**config.mk**
```make
export PLATFORM = sky130hd
export DESIGN_NAME = sn74ls166
export DESIGN_NICKNAME = d
export VERILOG_FILES = /design/src/rtl/sn74ls166_pkg.sv /design/src/rtl/sn74ls166_chk.sv /design/src/rtl/sn74ls166.sv
export SDC_FILE = /design/constraint.sdc
export NUM_CORES = 1
export LEC_CHECK = 0
export BUFFER_PORTS_ARGS = -buffer_cell sky130_fd_sc_hd__buf_2
export CAP_MARGIN = 25
export CORE_AREA = 8 8 45 47
export DETAILED_ROUTE_END_ITERATION = 8
export DIE_AREA = 0 0 53 55
export PLACE_DENSITY = 0.47
export SLEW_MARGIN = 25
export SYNTH_ARGS = -nofsm -noshare
export SYNTH_HDL_FRONTEND = slang
export SYNTH_SLANG_ARGS = --single-unit
```
**constraint.sdc**
```tcl
create_clock -name p7 -period 1.18 [get_ports p7]
set_clock_uncertainty 0.2 [all_clocks]
set_input_delay 0.354 -clock p7 [delete_from_list [all_inputs] [get_ports p7]]
set_output_delay 0.354 -clock p7 [all_outputs]
set_load 0.01 [all_outputs]
```
**src/rtl/sn74ls166_pkg.sv**
```systemverilog
// Shared TTL model definitions: register width and the common warning prefix
// used by the board-level usage checkers.
package sn74ls166_pkg;

    localparam int    SR_W            = 8;
    localparam string TTL_WARN_PREFIX = "[TTL WARN]";

endpackage : sn74ls166_pkg

```
**src/rtl/sn74ls166_chk.sv**
```systemverilog
// Passive usage checker for the 74LS166 model; compiled only when
// SN74LS166_CHECK_EN is defined. It reports misuse and never drives state.
`ifdef SN74LS166_CHECK_EN
module sn74ls166_chk
    import sn74ls166_pkg::*;
(
    input logic            p7,
    input logic            p9,
    input logic            p6,
    input logic            p15,
    input logic            p1,
    input logic [SR_W-1:0] pdata,
    input logic [SR_W-1:0] sr
);

    time t_clk_rise;
    time t_clr_rise;
    bit  seen_clk;
    bit  seen_clr;

    // On the real part an inhibit edge while CLK is low looks like a clock.
    always @(posedge p6) begin
        if (p7 === 1'b0)
            $display("%s sn74ls166 %m: CLK INH rose while CLK low at %0t (sr=%h)",
                     TTL_WARN_PREFIX, $time, sr);
    end

    always @(posedge p7) begin
        seen_clk   = 1'b1;
        t_clk_rise = $time;
        if (p9 === 1'b1 && ($isunknown(p15) || $isunknown(p6) || $isunknown(p1)))
            $display("%s sn74ls166 %m: X/Z on control/serial input at clock %0t (p15=%b p6=%b p1=%b data=%h)",
                     TTL_WARN_PREFIX, $time, p15, p6, p1, pdata);
        if (seen_clr && t_clr_rise == $time)
            $display("%s sn74ls166 %m: CLR released coincident with clock at %0t",
                     TTL_WARN_PREFIX, $time);
    end

    // Whichever of the two coincident edges is processed second reports it.
    always @(posedge p9) begin
        seen_clr   = 1'b1;
        t_clr_rise = $time;
        if (seen_clk && t_clk_rise == $time)
            $display("%s sn74ls166 %m: CLR released coincident with clock at %0t",
                     TTL_WARN_PREFIX, $time);
    end

endmodule : sn74ls166_chk
`endif

```
**src/rtl/sn74ls166.sv**
```systemverilog
// 74LS166 8-bit parallel-in/serial-out shift register, zero-delay model.
// Optional usage checker enabled by defining SN74LS166_CHECK_EN.
module sn74ls166
    import sn74ls166_pkg::*;
(
    input  logic p7,
    input  logic p9,
    input  logic p6,
    input  logic p15,
    input  logic p1,
    input  logic p2,
    input  logic p3,
    input  logic p4,
    input  logic p5,
    input  logic p10,
    input  logic p11,
    input  logic p12,
    input  logic p14,
    output logic p13
);

    logic [SR_W-1:0] sr_reg;
    logic [SR_W-1:0] sr_next;
    logic [SR_W-1:0] pdata;
    logic [SR_W-1:0] shift_in;

    // Stage A is bit 0, stage H is bit 7 and drives QH.
    assign pdata    = {p14, p12, p11, p10, p5, p4, p3, p2};
    assign shift_in = {sr_reg[SR_W-2:0], p1};

    // Per stage: inhibit holds, SH/LD low loads, otherwise take the stage below.
    genvar gi;
    generate
        for (gi = 0; gi < SR_W; gi++) begin : g_stage
            assign sr_next[gi] = p6   ? sr_reg[gi]
                               : !p15 ? pdata[gi]
                               :        shift_in[gi];
        end
    endgenerate

    always_ff @(posedge p7 or negedge p9) begin
        if (!p9)
            sr_reg <= '0;
        else
            sr_reg <= sr_next;
    end

    assign p13 = sr_reg[SR_W-1];

`ifdef SN74LS166_CHECK_EN
    sn74ls166_chk u_chk (
        .p7    (p7),
        .p9    (p9),
        .p6    (p6),
        .p15   (p15),
        .p1    (p1),
        .pdata (pdata),
        .sr    (sr_reg)
    );
`else
    // Checker not built; function is identical.
`endif

endmodule : sn74ls166
```
After elaboration in Yosys (flattened, before gate mapping)
Cells that the tools add are included.
{"block": "totals", "input_bits": 13, "word_cells": 9, "ff_bits": 8}
{"block": "classes", "muxes": 8}
{"operator": "2-to-1 mux 1 bit", "n": 8}

Logic depth before layout (Yosys ltp)
{"block": "logic_depth", "ltp_word": 1, "ltp_mapped": 3}

Least setup slack after synthesis
No wires, ideal clock.
{"block": "synth_timing", "path_kind": "input to register", "start": "input port p15", "end": "register sr_reg[4]", "t_required_ps": 859, "setup_ps": 121, "cell_stages": 3, "t_arrival_ps": 709, "path_slack_ps": 150, "cell_sequence": "buf_6 -> mux2i_1 -> o21ai_1"}
{"block": "synth_via", "elab_chain_cells": 1}
{"element": "start, declared", "line": "sn74ls166.sv:9", "source": "input logic p15,"}
{"element": "2-to-1 mux 1 bit", "line": "sn74ls166.sv:36", "source": ": !p15 ? pdata[gi]"}
{"element": "end signal, assigned", "line": "sn74ls166.sv:45", "source": "sr_reg <= sr_next;"}
{"element": "end, declared", "line": "sn74ls166.sv:22", "source": "logic [SR_W-1:0] sr_reg;"}
No other way between the ends.
A chain may end at the register's enable or synchronous reset.

Worst setup path after layout
{"block": "layout_timing", "start": "register sr_reg[7]", "end": "output port p13"}
{"element": "end, declared", "line": "sn74ls166.sv:19", "source": "output logic p13"}
No word-level cell between the ends.

==> results.yml <==
clocking:
  clock-root-buffer: "sky130_fd_sc_hd__clkbuf_4"
  tritoncts.num_buffers: 3
  clkSinkCount: 8
  clock_input_transition_at_the_sequential_cells_of_the_worst_setup_and_hold_paths_ns: 0.06
  cts_tree: "done"
  worst_skew_pair_latency_ns: 0.25
  buffer_levels_on_the_longest_clock_path: 2
  cts.htree.levels: 1
  post_cts_buffers: 0
logic_synthesis:
  synth_nets: 47
  fraction_of_the_yosys_area_taken_by_sequential_cells_pct: 53.7
  count_of_warnings_emitted_by_yosys: 0
  synth_cell_area_sq_um: 373
  syn_area_per_cell_sq_um: 11.0
  synth_cell_types: 5
  postSynthRegisterBits: 8
  synthesis.instances: 34
die:
  io_pins: 14
  die_area_sq_um: 2920
  initial_utilization_pct: 26.9
  fp.coreArea_sq_um: 1380
  x_dimension_of_the_die_um: 53
  die_h_um: 55
  fp-row-count: 14
global_routing:
  grt_pass1_vias: 315
  grt_remaining_overflow: 0
  grt_max_degree: 17
  grt_pass1_wl_mm: 1.24
  initial_antenna_violation_count: 0
  grtUsageTotal_pct: 5.77
cells_and_area:
  design_area_sq_um: 468
  stdcell_count: 65
  drive_above_1_share_pct: 32.7
  design.final.nets: 64
  diodes: 0
  largest_register_ffs: 8
  final_util_pct: 33.8
  synthToLayoutAreaGrowth_pct: 25.5
  fillers: 150
timing:
  number_of_failing_setup_endpoints_in_the_final_timing_report: 1
  max-slew-margin-rel_pct: 83.2
  maxSlewViolCount: 0
  worst-slew-pin-transition_ns: 0.252
  timing.final.crit_share_pct: 111
  fin_ws_ns: -0.128
  max_freq_mhz: 765
  min_period_ns: 1.31
  finalHoldViolCount: 0
  rsz0062_at_grt: "true"
critical_path:
  critical_path.endpoint_type: "output pin"
  timing.critical_path.required_ns: 0.63
  crit_chain: "buf_2"
  critical_path.n_buffers_inverters: 1
  arrival_time_of_the_worst_setup_path_ns: 0.75
  crit_slowest_cell: "sky130_fd_sc_hd__dfrtp_1"
  crit_type: "flop to output pin"
  worstPathMaxFanout: 2
  startpoint_type: "flop"
  crit_path_max_incr_delay_ns: 0.37
  kind_of_cell_with_the_highest_combined_delay_on_the_critical_path: "flip-flops"
outcome:
  failed_checks: "setup timing"
  run_status: "complete, but fails checks"
pwr:
  max-vdd-ir-drop_v: 0.000420
  cellLeakagePower_uw: 0.000240
  share_seq_of_total_power_pct: 52.0
  combinationalPowerShare_pct: 15.2
  powerDensity_nw_per_um2: 1330
  p_switching_uw: 151
  power.clock.fraction_pct: 32.8
  cell_internal_pwr_uw: 473
  design_power_total_uw: 625
  power.switching_fraction_pct: 24.2
route:
  vias: 282
  drc: 0
  drtIter0Drc: 1
  wirelength_um: 724
  detail_route.first_pass.iterations: 2
  viasPerCell: 4.34
  route.antenna.remaining_nets: 0
  routedWlPerCell_um: 11.1
placed_design:
  placement.io_buffers: 13
  dpl-instance-area_sq_um: 435
  gpl.final_weighted_congestion: 0.641
  post-place-cells: 61
job:
  max_cap_viol_count: 0
hold_path:
  holdCritPathClass: "primary input to flop"
## power groups by stage
stage	sequential, uW	clock [uW]	combinational (uW)
after floorplan	329	0	60.1
after global placement	330	0	94.5
after detailed placement	330	0	95.4
after CTS	325	218	98.1
after global routing	329	225	110
final	325	205	95.0
## per-stage QoR
stage          hold slack, ns  setup TNS [ns]  setup WS [ns]
6_report                0.175          -0.128         -0.128
5_1_grt                 0.181          -0.159         -0.159
4_1_cts                 0.167          -0.137         -0.137
3_5_place_dp          0.00746          -0.248        -0.0397
3_3_place_gp           0.0117          -0.174        -0.0319
2_1_floorplan          -0.142               0          0.150
## layout make-up
class	count	area (sq um)	share of cell area, %
flip-flops and latches	8	200	42.8
multi-input cells	24	150	32.1
repair buffers	14	75.1	16.0
clock buffers	3	22.5	4.81
well taps	16	20.0	4.28
## worst paths after layout
path                                   to  slack (ns)  depth (start not counted)      start
worst max-delay path                  p13       -0.13                          1  sr_reg[7]
worst min-delay path            sr_reg[3]        0.17                          3         p5
worst max register to register  sr_reg[5]        0.27                          2  sr_reg[4]
worst min register to register  sr_reg[6]        0.28                          2  sr_reg[6]
max in group asynchronous       sr_reg[5]        0.33                          2         p9
min in group asynchronous       sr_reg[3]        0.28                          2         p9
## synth_stat cells
| cell type | instances | area (sq um) |
|---|---|---|
| sky130_fd_sc_hd__dfrtp_1 | 8 | 200 |
| sky130_fd_sc_hd__mux2i_1 | 8 | 80.1 |
| sky130_fd_sc_hd__nand2_1 | 8 | 30.0 |
| sky130_fd_sc_hd__o21ai_1 | 8 | 40.0 |
| sky130_fd_sc_hd__buf_6 | 2 | 22.5 |
## layer usage
layer / GRT usage (%) / vias up / part of all wire (%) / wire length [um]
li1: - / 148 / - / -
met1: 6.96 / 123 / 47 / 337
met2: 7.62 / 11 / 43 / 314
met3: 3.21 / 0 / 9.9 / 72
met4: 3.88 / 0 / 0 / 0
met5: 0 / - / 0 / 0
## timing repair
item,CTS,global route
hold buffers,1,0
cloned,0,0
hold endpoints to repair,8,0
gates resized for setup,0,0
pin swaps,0,0
endpoints found under the setup margin,1,1
## cell usage in the layout, fill, tap and decap left out
| master | count |
|---|---|
| sky130_fd_sc_hd__buf_2 | 13 |
| sky130_fd_sc_hd__mux2i_1 | 8 |
| sky130_fd_sc_hd__nand2_1 | 8 |
| sky130_fd_sc_hd__o21ai_1 | 8 |
| sky130_fd_sc_hd__dfrtp_1 | 8 |
| sky130_fd_sc_hd__clkbuf_4 | 3 |
| sky130_fd_sc_hd__dlygate4sd3_1 | 1 |
## cells by family after synthesis
family | synth area share [%]
buf+inv | 6.04
simple gates | 8.05
flops | 53.7
mux | 21.5
compound gates | 10.7
No activity file was read; power rests on OpenSTA's default activity.
